===== config.mk =====
export PLATFORM = sky130hd
export DESIGN_NAME = mips_encode
export DESIGN_NICKNAME = d
export VERILOG_FILES = /design/src/rtl/mips_encode_pkg.sv /design/src/rtl/mips_encode_fifo.sv /design/src/rtl/mips_encode.sv
export SDC_FILE = /design/constraint.sdc
export NUM_CORES = 1
export LEC_CHECK = 0
export ABC_AREA = 1
export CAP_MARGIN = 20
export CORE_ASPECT_RATIO = 1.25
export CORE_UTILIZATION = 40
export CTS_CLUSTER_DIAMETER = 50
export DETAILED_ROUTE_END_ITERATION = 6
export HOLD_SLACK_MARGIN = 0.15
export SETUP_SLACK_MARGIN = 0.05
export SYNTH_ARGS = -nofsm -noshare
export SYNTH_HDL_FRONTEND = slang
export SYNTH_SLANG_ARGS = --single-unit

===== constraint.sdc =====
create_clock -name clk -period 15.85 [get_ports clk]
set_clock_uncertainty 0.05 [all_clocks]
set_input_delay 2.3775 -clock clk [delete_from_list [all_inputs] [get_ports clk]]
set_output_delay 2.3775 -clock clk [all_outputs]
set_load 0.005 [all_outputs]

===== src/rtl/mips_encode_pkg.sv =====
// Shared encodings for the MIPS instruction encoder: request kinds, ALU codes
// (same values the control decoder emits), opcode/funct/REGIMM-rt fields and
// the FIFO entry layout.
package mips_encode_pkg;

  typedef enum logic [2:0] {
    KIND_RTYPE   = 3'd0,
    KIND_SHIFT   = 3'd1,
    KIND_ITYPE   = 3'd2,
    KIND_LUI     = 3'd3,
    KIND_REGIMM  = 3'd4,
    KIND_JR      = 3'd5,
    KIND_JALR    = 3'd6,
    KIND_SYSCALL = 3'd7
  } req_kind_t;

  localparam logic [3:0] ALU_ADD  = 4'd0;
  localparam logic [3:0] ALU_SUB  = 4'd1;
  localparam logic [3:0] ALU_AND  = 4'd2;
  localparam logic [3:0] ALU_OR   = 4'd3;
  localparam logic [3:0] ALU_XOR  = 4'd4;
  localparam logic [3:0] ALU_NOR  = 4'd5;
  localparam logic [3:0] ALU_SLT  = 4'd6;
  localparam logic [3:0] ALU_SLL  = 4'd7;
  localparam logic [3:0] ALU_SRL  = 4'd8;
  localparam logic [3:0] ALU_SRA  = 4'd9;
  localparam logic [3:0] ALU_SLLV = 4'd10;
  localparam logic [3:0] ALU_SRLV = 4'd11;
  localparam logic [3:0] ALU_SRAV = 4'd12;

  // Primary opcodes
  localparam logic [5:0] OP_SPECIAL = 6'h00;
  localparam logic [5:0] OP_REGIMM  = 6'h01;
  localparam logic [5:0] OP_ADDI    = 6'h08;
  localparam logic [5:0] OP_ADDIU   = 6'h09;
  localparam logic [5:0] OP_SLTI    = 6'h0A;
  localparam logic [5:0] OP_SLTIU   = 6'h0B;
  localparam logic [5:0] OP_ANDI    = 6'h0C;
  localparam logic [5:0] OP_ORI     = 6'h0D;
  localparam logic [5:0] OP_XORI    = 6'h0E;
  localparam logic [5:0] OP_LUI     = 6'h0F;

  // SPECIAL funct field
  localparam logic [5:0] OP0_SLL     = 6'h00;
  localparam logic [5:0] OP0_SRL     = 6'h02;
  localparam logic [5:0] OP0_SRA     = 6'h03;
  localparam logic [5:0] OP0_SLLV    = 6'h04;
  localparam logic [5:0] OP0_SRLV    = 6'h06;
  localparam logic [5:0] OP0_SRAV    = 6'h07;
  localparam logic [5:0] OP0_JR      = 6'h08;
  localparam logic [5:0] OP0_JALR    = 6'h09;
  localparam logic [5:0] OP0_SYSCALL = 6'h0C;
  localparam logic [5:0] OP0_ADD     = 6'h20;
  localparam logic [5:0] OP0_ADDU    = 6'h21;
  localparam logic [5:0] OP0_SUB     = 6'h22;
  localparam logic [5:0] OP0_SUBU    = 6'h23;
  localparam logic [5:0] OP0_AND     = 6'h24;
  localparam logic [5:0] OP0_OR      = 6'h25;
  localparam logic [5:0] OP0_XOR     = 6'h26;
  localparam logic [5:0] OP0_NOR     = 6'h27;
  localparam logic [5:0] OP0_SLT     = 6'h2A;
  localparam logic [5:0] OP0_SLTU    = 6'h2B;

  // REGIMM rt field
  localparam logic [4:0] OP1_BLTZ = 5'h00;
  localparam logic [4:0] OP1_BGEZ = 5'h01;
  localparam logic [4:0] OP1_LINK = 5'h10;

  typedef struct packed {
    logic [31:0] instr;
    logic [29:0] addr;
  } fifo_entry_t;

  localparam int unsigned ENTRY_W = $bits(fifo_entry_t);

endpackage


===== src/rtl/mips_encode_fifo.sv =====
// Two-entry synchronous FIFO holding encoded words with their addresses.
module mips_encode_fifo
  import mips_encode_pkg::*;
(
  input  logic               clk,
  input  logic               rst,
  input  logic               push,
  input  logic               pop,
  input  logic [ENTRY_W-1:0] din,
  output logic [ENTRY_W-1:0] dout,
  output logic [1:0]         count,
  output logic               full,
  output logic               empty
);

  logic [ENTRY_W-1:0] mem [2];
  logic               wr_ptr;
  logic               rd_ptr;
  logic               do_push;
  logic               do_pop;

  assign full    = (count == 2'd2);
  assign empty   = (count == 2'd0);
  assign do_push = push && !full;
  assign do_pop  = pop && !empty;
  assign dout    = mem[rd_ptr];

  // Storage, pointers and occupancy; reset discards all contents
  always_ff @(posedge clk or posedge rst) begin
    if (rst) begin
      mem[0] <= '0;
      mem[1] <= '0;
      wr_ptr <= 1'b0;
      rd_ptr <= 1'b0;
      count  <= '0;
    end else begin
      if (do_push) begin
        mem[wr_ptr] <= din;
        wr_ptr      <= ~wr_ptr;
      end
      if (do_pop) begin
        rd_ptr <= ~rd_ptr;
      end
      if (do_push && !do_pop) begin
        count <= count + 2'd1;
      end else if (do_pop && !do_push) begin
        count <= count - 2'd1;
      end
    end
  end

endmodule


===== src/rtl/mips_encode.sv =====
// MIPS instruction encoder: packs field-level requests into 32-bit words,
// tags them with a word address and queues them for the imem write port.
module mips_encode
  import mips_encode_pkg::*;
#(
  parameter logic [31:0] BASE_ADDR = 32'h0040_0000
) (
  input  logic        clk,
  input  logic        rst,
  input  logic        req_valid,
  output logic        req_ready,
  input  logic [2:0]  req_kind,
  input  logic [3:0]  req_alu,
  input  logic        req_uns,
  input  logic        req_link,
  input  logic [4:0]  req_rs,
  input  logic [4:0]  req_rt,
  input  logic [4:0]  req_rd,
  input  logic [4:0]  req_shamt,
  input  logic [15:0] req_imm,
  input  logic        addr_load,
  input  logic [29:0] addr_in,
  output logic        instr_valid,
  input  logic        instr_ready,
  output logic [31:0] instr,
  output logic [29:0] instr_addr,
  output logic        err,
  output logic [7:0]  err_count
);

  localparam logic [29:0] BASE_WORD = BASE_ADDR[31:2];

  req_kind_t   kind;
  logic [31:0] word;
  logic        legal;
  logic [5:0]  funct;
  logic [5:0]  op;
  logic [4:0]  rt_field;
  logic        bad_uns;
  logic        bad_link;

  logic        accept;
  logic        push;
  logic        pop;
  logic [29:0] addr_cnt;
  logic [29:0] push_addr;
  fifo_entry_t push_entry;
  fifo_entry_t head;
  logic [1:0]  fifo_count;
  logic        fifo_full;
  logic        fifo_empty;

  assign kind     = req_kind_t'(req_kind);
  assign bad_uns  = req_uns && (req_alu inside {ALU_AND, ALU_OR, ALU_XOR, ALU_NOR,
                                                ALU_SLL, ALU_SRL, ALU_SRA,
                                                ALU_SLLV, ALU_SRLV, ALU_SRAV});
  assign bad_link = req_link && (kind != KIND_REGIMM);

  // Field-level request to instruction word, plus legality
  always_comb begin
    word     = '0;
    legal    = 1'b1;
    funct    = '0;
    op       = '0;
    rt_field = '0;
    case (kind)
      KIND_RTYPE: begin
        case (req_alu)
          ALU_ADD:  funct = req_uns ? OP0_ADDU : OP0_ADD;
          ALU_SUB:  funct = req_uns ? OP0_SUBU : OP0_SUB;
          ALU_SLT:  funct = req_uns ? OP0_SLTU : OP0_SLT;
          ALU_AND:  funct = OP0_AND;
          ALU_OR:   funct = OP0_OR;
          ALU_XOR:  funct = OP0_XOR;
          ALU_NOR:  funct = OP0_NOR;
          ALU_SLLV: funct = OP0_SLLV;
          ALU_SRLV: funct = OP0_SRLV;
          ALU_SRAV: funct = OP0_SRAV;
          default:  legal = 1'b0;
        endcase
        word = {OP_SPECIAL, req_rs, req_rt, req_rd, 5'd0, funct};
      end
      KIND_SHIFT: begin
        case (req_alu)
          ALU_SLL: funct = OP0_SLL;
          ALU_SRL: funct = OP0_SRL;
          ALU_SRA: funct = OP0_SRA;
          default: legal = 1'b0;
        endcase
        word = {OP_SPECIAL, 5'd0, req_rt, req_rd, req_shamt, funct};
      end
      KIND_ITYPE: begin
        case (req_alu)
          ALU_ADD: op = req_uns ? OP_ADDIU : OP_ADDI;
          ALU_SLT: op = req_uns ? OP_SLTIU : OP_SLTI;
          ALU_AND: op = OP_ANDI;
          ALU_OR:  op = OP_ORI;
          ALU_XOR: op = OP_XORI;
          default: legal = 1'b0;
        endcase
        word = {op, req_rs, req_rt, req_imm};
      end
      KIND_LUI: begin
        word = {OP_LUI, 5'd0, req_rt, req_imm};
      end
      KIND_REGIMM: begin
        case (req_alu)
          ALU_SLT: rt_field = OP1_BLTZ;
          ALU_SUB: rt_field = OP1_BGEZ;
          default: legal = 1'b0;
        endcase
        if (req_link) begin
          rt_field = rt_field | OP1_LINK;
        end
        word = {OP_REGIMM, req_rs, rt_field, req_imm};
      end
      KIND_JR: begin
        word = {OP_SPECIAL, req_rs, 5'd0, 5'd0, 5'd0, OP0_JR};
      end
      KIND_JALR: begin
        word = {OP_SPECIAL, req_rs, 5'd0, req_rd, 5'd0, OP0_JALR};
      end
      KIND_SYSCALL: begin
        word = {26'd0, OP0_SYSCALL};
      end
    endcase
    if (bad_uns || bad_link) begin
      legal = 1'b0;
    end
  end

  assign req_ready  = (fifo_count != 2'd2);
  assign accept     = req_valid && req_ready;
  assign push       = accept && legal && !fifo_full;
  assign pop        = instr_valid && instr_ready;
  assign push_addr  = addr_load ? addr_in : addr_cnt;
  assign push_entry = '{instr: word, addr: push_addr};

  // Word address counter; a load coinciding with a push tags that word
  always_ff @(posedge clk or posedge rst) begin
    if (rst) begin
      addr_cnt <= BASE_WORD;
    end else if (push) begin
      addr_cnt <= push_addr + 30'd1;
    end else if (addr_load) begin
      addr_cnt <= addr_in;
    end
  end

  // Illegal-request pulse and saturating counter
  always_ff @(posedge clk or posedge rst) begin
    if (rst) begin
      err       <= 1'b0;
      err_count <= '0;
    end else begin
      err <= accept && !legal;
      if (accept && !legal && (err_count != 8'hFF)) begin
        err_count <= err_count + 8'd1;
      end
    end
  end

  mips_encode_fifo u_fifo (
    .clk   (clk),
    .rst   (rst),
    .push  (push),
    .pop   (pop),
    .din   (push_entry),
    .dout  (head),
    .count (fifo_count),
    .full  (fifo_full),
    .empty (fifo_empty)
  );

  assign instr_valid = !fifo_empty;
  assign instr       = head.instr;
  assign instr_addr  = head.addr;

endmodule


==> results.json <==
{
  "status": "complete, no violations",
  "max_freq_mhz": 181.3,
  "ys.warnings.count": 0,
  "numCtsBuffers": 17,
  "period_share": 0.3481,
  "wl_per_cell_um": 15.80,
  "r2r_start": "u_fifo.count[0]$_DFFE_PP0P_",
  "coreArea_mm2": 0.02388,
  "synthTopCellsByArea": "dfrtp_1, nand2_1, nand4_1",
  "grt_overflow": 0,
  "firstDrtPassIters": 5,
  "start_kind": "input pin",
  "synth_ff_type": "dfrtp_1",
  "worstSetupEndpointType": "flop",
  "drc": 0,
  "r2r-end": "err_count[7]$_DFFE_PP0P_",
  "netlist_area_mm2": 0.009768,
  "path_max_fanout": 85,
  "antenna_found_initial": 0,
  "final_max_slew_viol_count": 0,
  "insertion_delay_ns": 0.43,
  "clk_path_buf_depth": 2,
  "hold_violations": 0,
  "grt_pass1_wl_mm": 46.80,
  "rsz0062_at_grt": "no",
  "clock-root-buffer": "clkbuf_16",
  "htreeDepth": 4,
  "max_slew.worst_pin.slew_ns": 0.9824,
  "area_delta_synth_final_pct": 21.40,
  "yosysSeqAreaShare": 0.4177,
  "nNetsFinal": 1583,
  "initial_core_util": 0.4090,
  "post_cts_buffers": 0,
  "totalPowerFinal_mw": 1.864,
  "antennaDiodeCount": 0,
  "final_cell_mix": "nand2_1, dfrtp_1, clkdlybuf4s50_1",
  "grt_pass1_vias": 9065,
  "placedCellCount": 1806,
  "post_cts_resized": 0,
  "synth_edf_count": 0,
  "max-cap-violations": 0,
  "fp.dieArea_mm2": 0.02505,
  "relSlewSlack": 0.3451,
  "synth_area_leader_cell": "dfrtp_1",
  "postSynth.asyncResetShare": 1.000,
  "post-place-ws_ns": 9.903,
  "endpoint": "addr_cnt[23]$_DFF_PP0_",
  "period_needed_ns": 5.517,
  "drtIter0Drc": 623,
  "die_h_um": 176.7,
  "ir_worst_vdd_mv": 0.08634,
  "crit_start": "req_alu[1]",
  "hpwl_mm": 18.80,
  "r2r_cells": 8,
  "vias": 9408,
  "numPortBuffers": 150,
  "setup_tns_ns": 0,
  "yosysUniqueCellTypes": 39,
  "finalNonFillerCells": 1837,
  "track_usage": 0.2390,
  "grt_max_degree": 103,
  "crit_arrival_ns": 5.78,
  "die_x_um": 141.8,
  "worstHoldPathType": "flop to flop",
  "drive_gt1_frac": 0.06680,
  "leakagePower_nw": 6.066,
  "wl_mm": 29.03,
  "io_pins": 153,
  "setup_viol": 0,
  "drtAntennaViolNets": 0,
  "rows": 63,
  "place.gp.congestion": 0.9024,
  "required_ns": 16.12,
  "layout_commonest_cell": "nand2_1",
  "path_class": "input pin to flop",
  "cts.reportedPaths.clkPinSlew_ns": 0.07,
  "synth.top_cell.area_share": 0.4150,
  "postCtsHoldBufs": 0,
  "synth_cells": 1404,
  "tritoncts": "done",
  "avgSynthCellArea_um2": 6.957,
  "viasPerCell": 5.121,
  "power_density_mw_per_mm2": 157.2,
  "cts.sinks": 163,
  "rrSetupSlack_ns": 13.00,
  "ys_seq_elements": 163,
  "worst_slack_ns": 10.33
}
-- state kept, by name, summed over array words and instances (netlist names) --
signal,cells
u_fifo.mem,120
addr_cnt,30
u_fifo.wr_ptr,1
err,1
u_fifo.rd_ptr,1
err_count,8
u_fifo.count,2
-- kinds of logic after synthesis --
logic type               synth area share
other                           0.0003839
AND/OR/NAND/NOR                    0.4180
XOR/XNOR                          0.01973
flip-flops                         0.4177
adder cells (fa/ha/maj)          0.003843
AO/OA/AOI/OAI                     0.05943
buffers and inverters             0.08095
-- report_power, final --
part / leakage, nW / switching [mW] / internal, mW
logic: 3.76 / 0.470 / 0.345
registers: 2.06 / 0.0861 / 0.580
clock network: 0.250 / 0.181 / 0.202
total: 6.07 / 0.737 / 1.13
-- worst max-delay path, stage by stage --
cell	delay, ns
clkdlybuf4s50_1	0.67
inv_2	0.11
nand3_1	0.18
nand2_1	0.10
nor2_1	0.18
o22ai_1	0.13
nor2_4	0.66
buf_4	0.78
nand2_1	0.10
buf_4	0.28
nand2_1	0.10
nand2_1	0.06
-- Yosys cell counts (2+ instances only) --
master / number
a21oi_2: 4
nand4_1: 140
nand2_1: 691
inv_1: 69
buf_2: 20
buf_1: 7
o22ai_1: 2
nand3_1: 22
o21ai_1: 12
ha_1: 3
xor2_1: 17
o211ai_1: 2
clkinv_1: 4
o21ai_2: 7
nor2_2: 6
a22o_1: 10
nand2_2: 3
o21ai_0: 20
inv_2: 19
buf_6: 3
a21oi_1: 3
xnor2_1: 5
dfrtp_1: 162
clkbuf_1: 36
buf_4: 18
nand3b_1: 6
nor2_1: 92
a21oi_4: 8
o21ai_4: 3
-- routing by layer --
layer | track usage | share of wire
met4 | 0.09364 | 0.029
met5 | 0 | 0
met1 | 0.3082 | 0.44
met2 | 0.4050 | 0.49
met3 | 0.03220 | 0.047
-- area by class of cell --
class | instances | area (um2)
Clock buffer | 18 | 429.2
Multi-Input combinational cell | 1065 | 4906
Inverter | 92 | 351.6
Fill cell | 2448 | 12030
Clock inverter | 13 | 101.3
Timing Repair Buffer | 161 | 1582
Sequential cell | 163 | 4083
Tap cell | 325 | 406.6
-- per-stage QoR --
step,hold slack (ns),util,area [um2]
after CTS,0.4317,0.4965,11860
after global placement,0.4105,0.4743,11330
after floorplan,0.3958,-,9772
after detailed placement,0.4154,0.4743,11330
after global routing,0.4383,0.4965,11860
final,0.4271,0.4965,11860
-- worst min-delay path by stage --
| stage | start | to | slack (ns) | cells past startpoint |
|---|---|---|---|---|
| after floorplan | u_fifo.count[0]$_DFFE_PP0P_ | u_fifo.count[0]$_DFFE_PP0P_ | 0.40 | 1 |
| after global placement | u_fifo.count[0]$_DFFE_PP0P_ | u_fifo.count[0]$_DFFE_PP0P_ | 0.41 | 1 |
| after detailed placement | u_fifo.mem[59]$_DFFE_PP0P_ | u_fifo.mem[59]$_DFFE_PP0P_ | 0.42 | 2 |
| after CTS | u_fifo.count[0]$_DFFE_PP0P_ | u_fifo.count[0]$_DFFE_PP0P_ | 0.43 | 1 |
| after global routing | u_fifo.count[0]$_DFFE_PP0P_ | u_fifo.count[0]$_DFFE_PP0P_ | 0.44 | 1 |
| final | u_fifo.mem[97]$_DFFE_PP0P_ | u_fifo.mem[97]$_DFFE_PP0P_ | 0.43 | 2 |
Note: power is estimated with default switching activity, not from simulation.
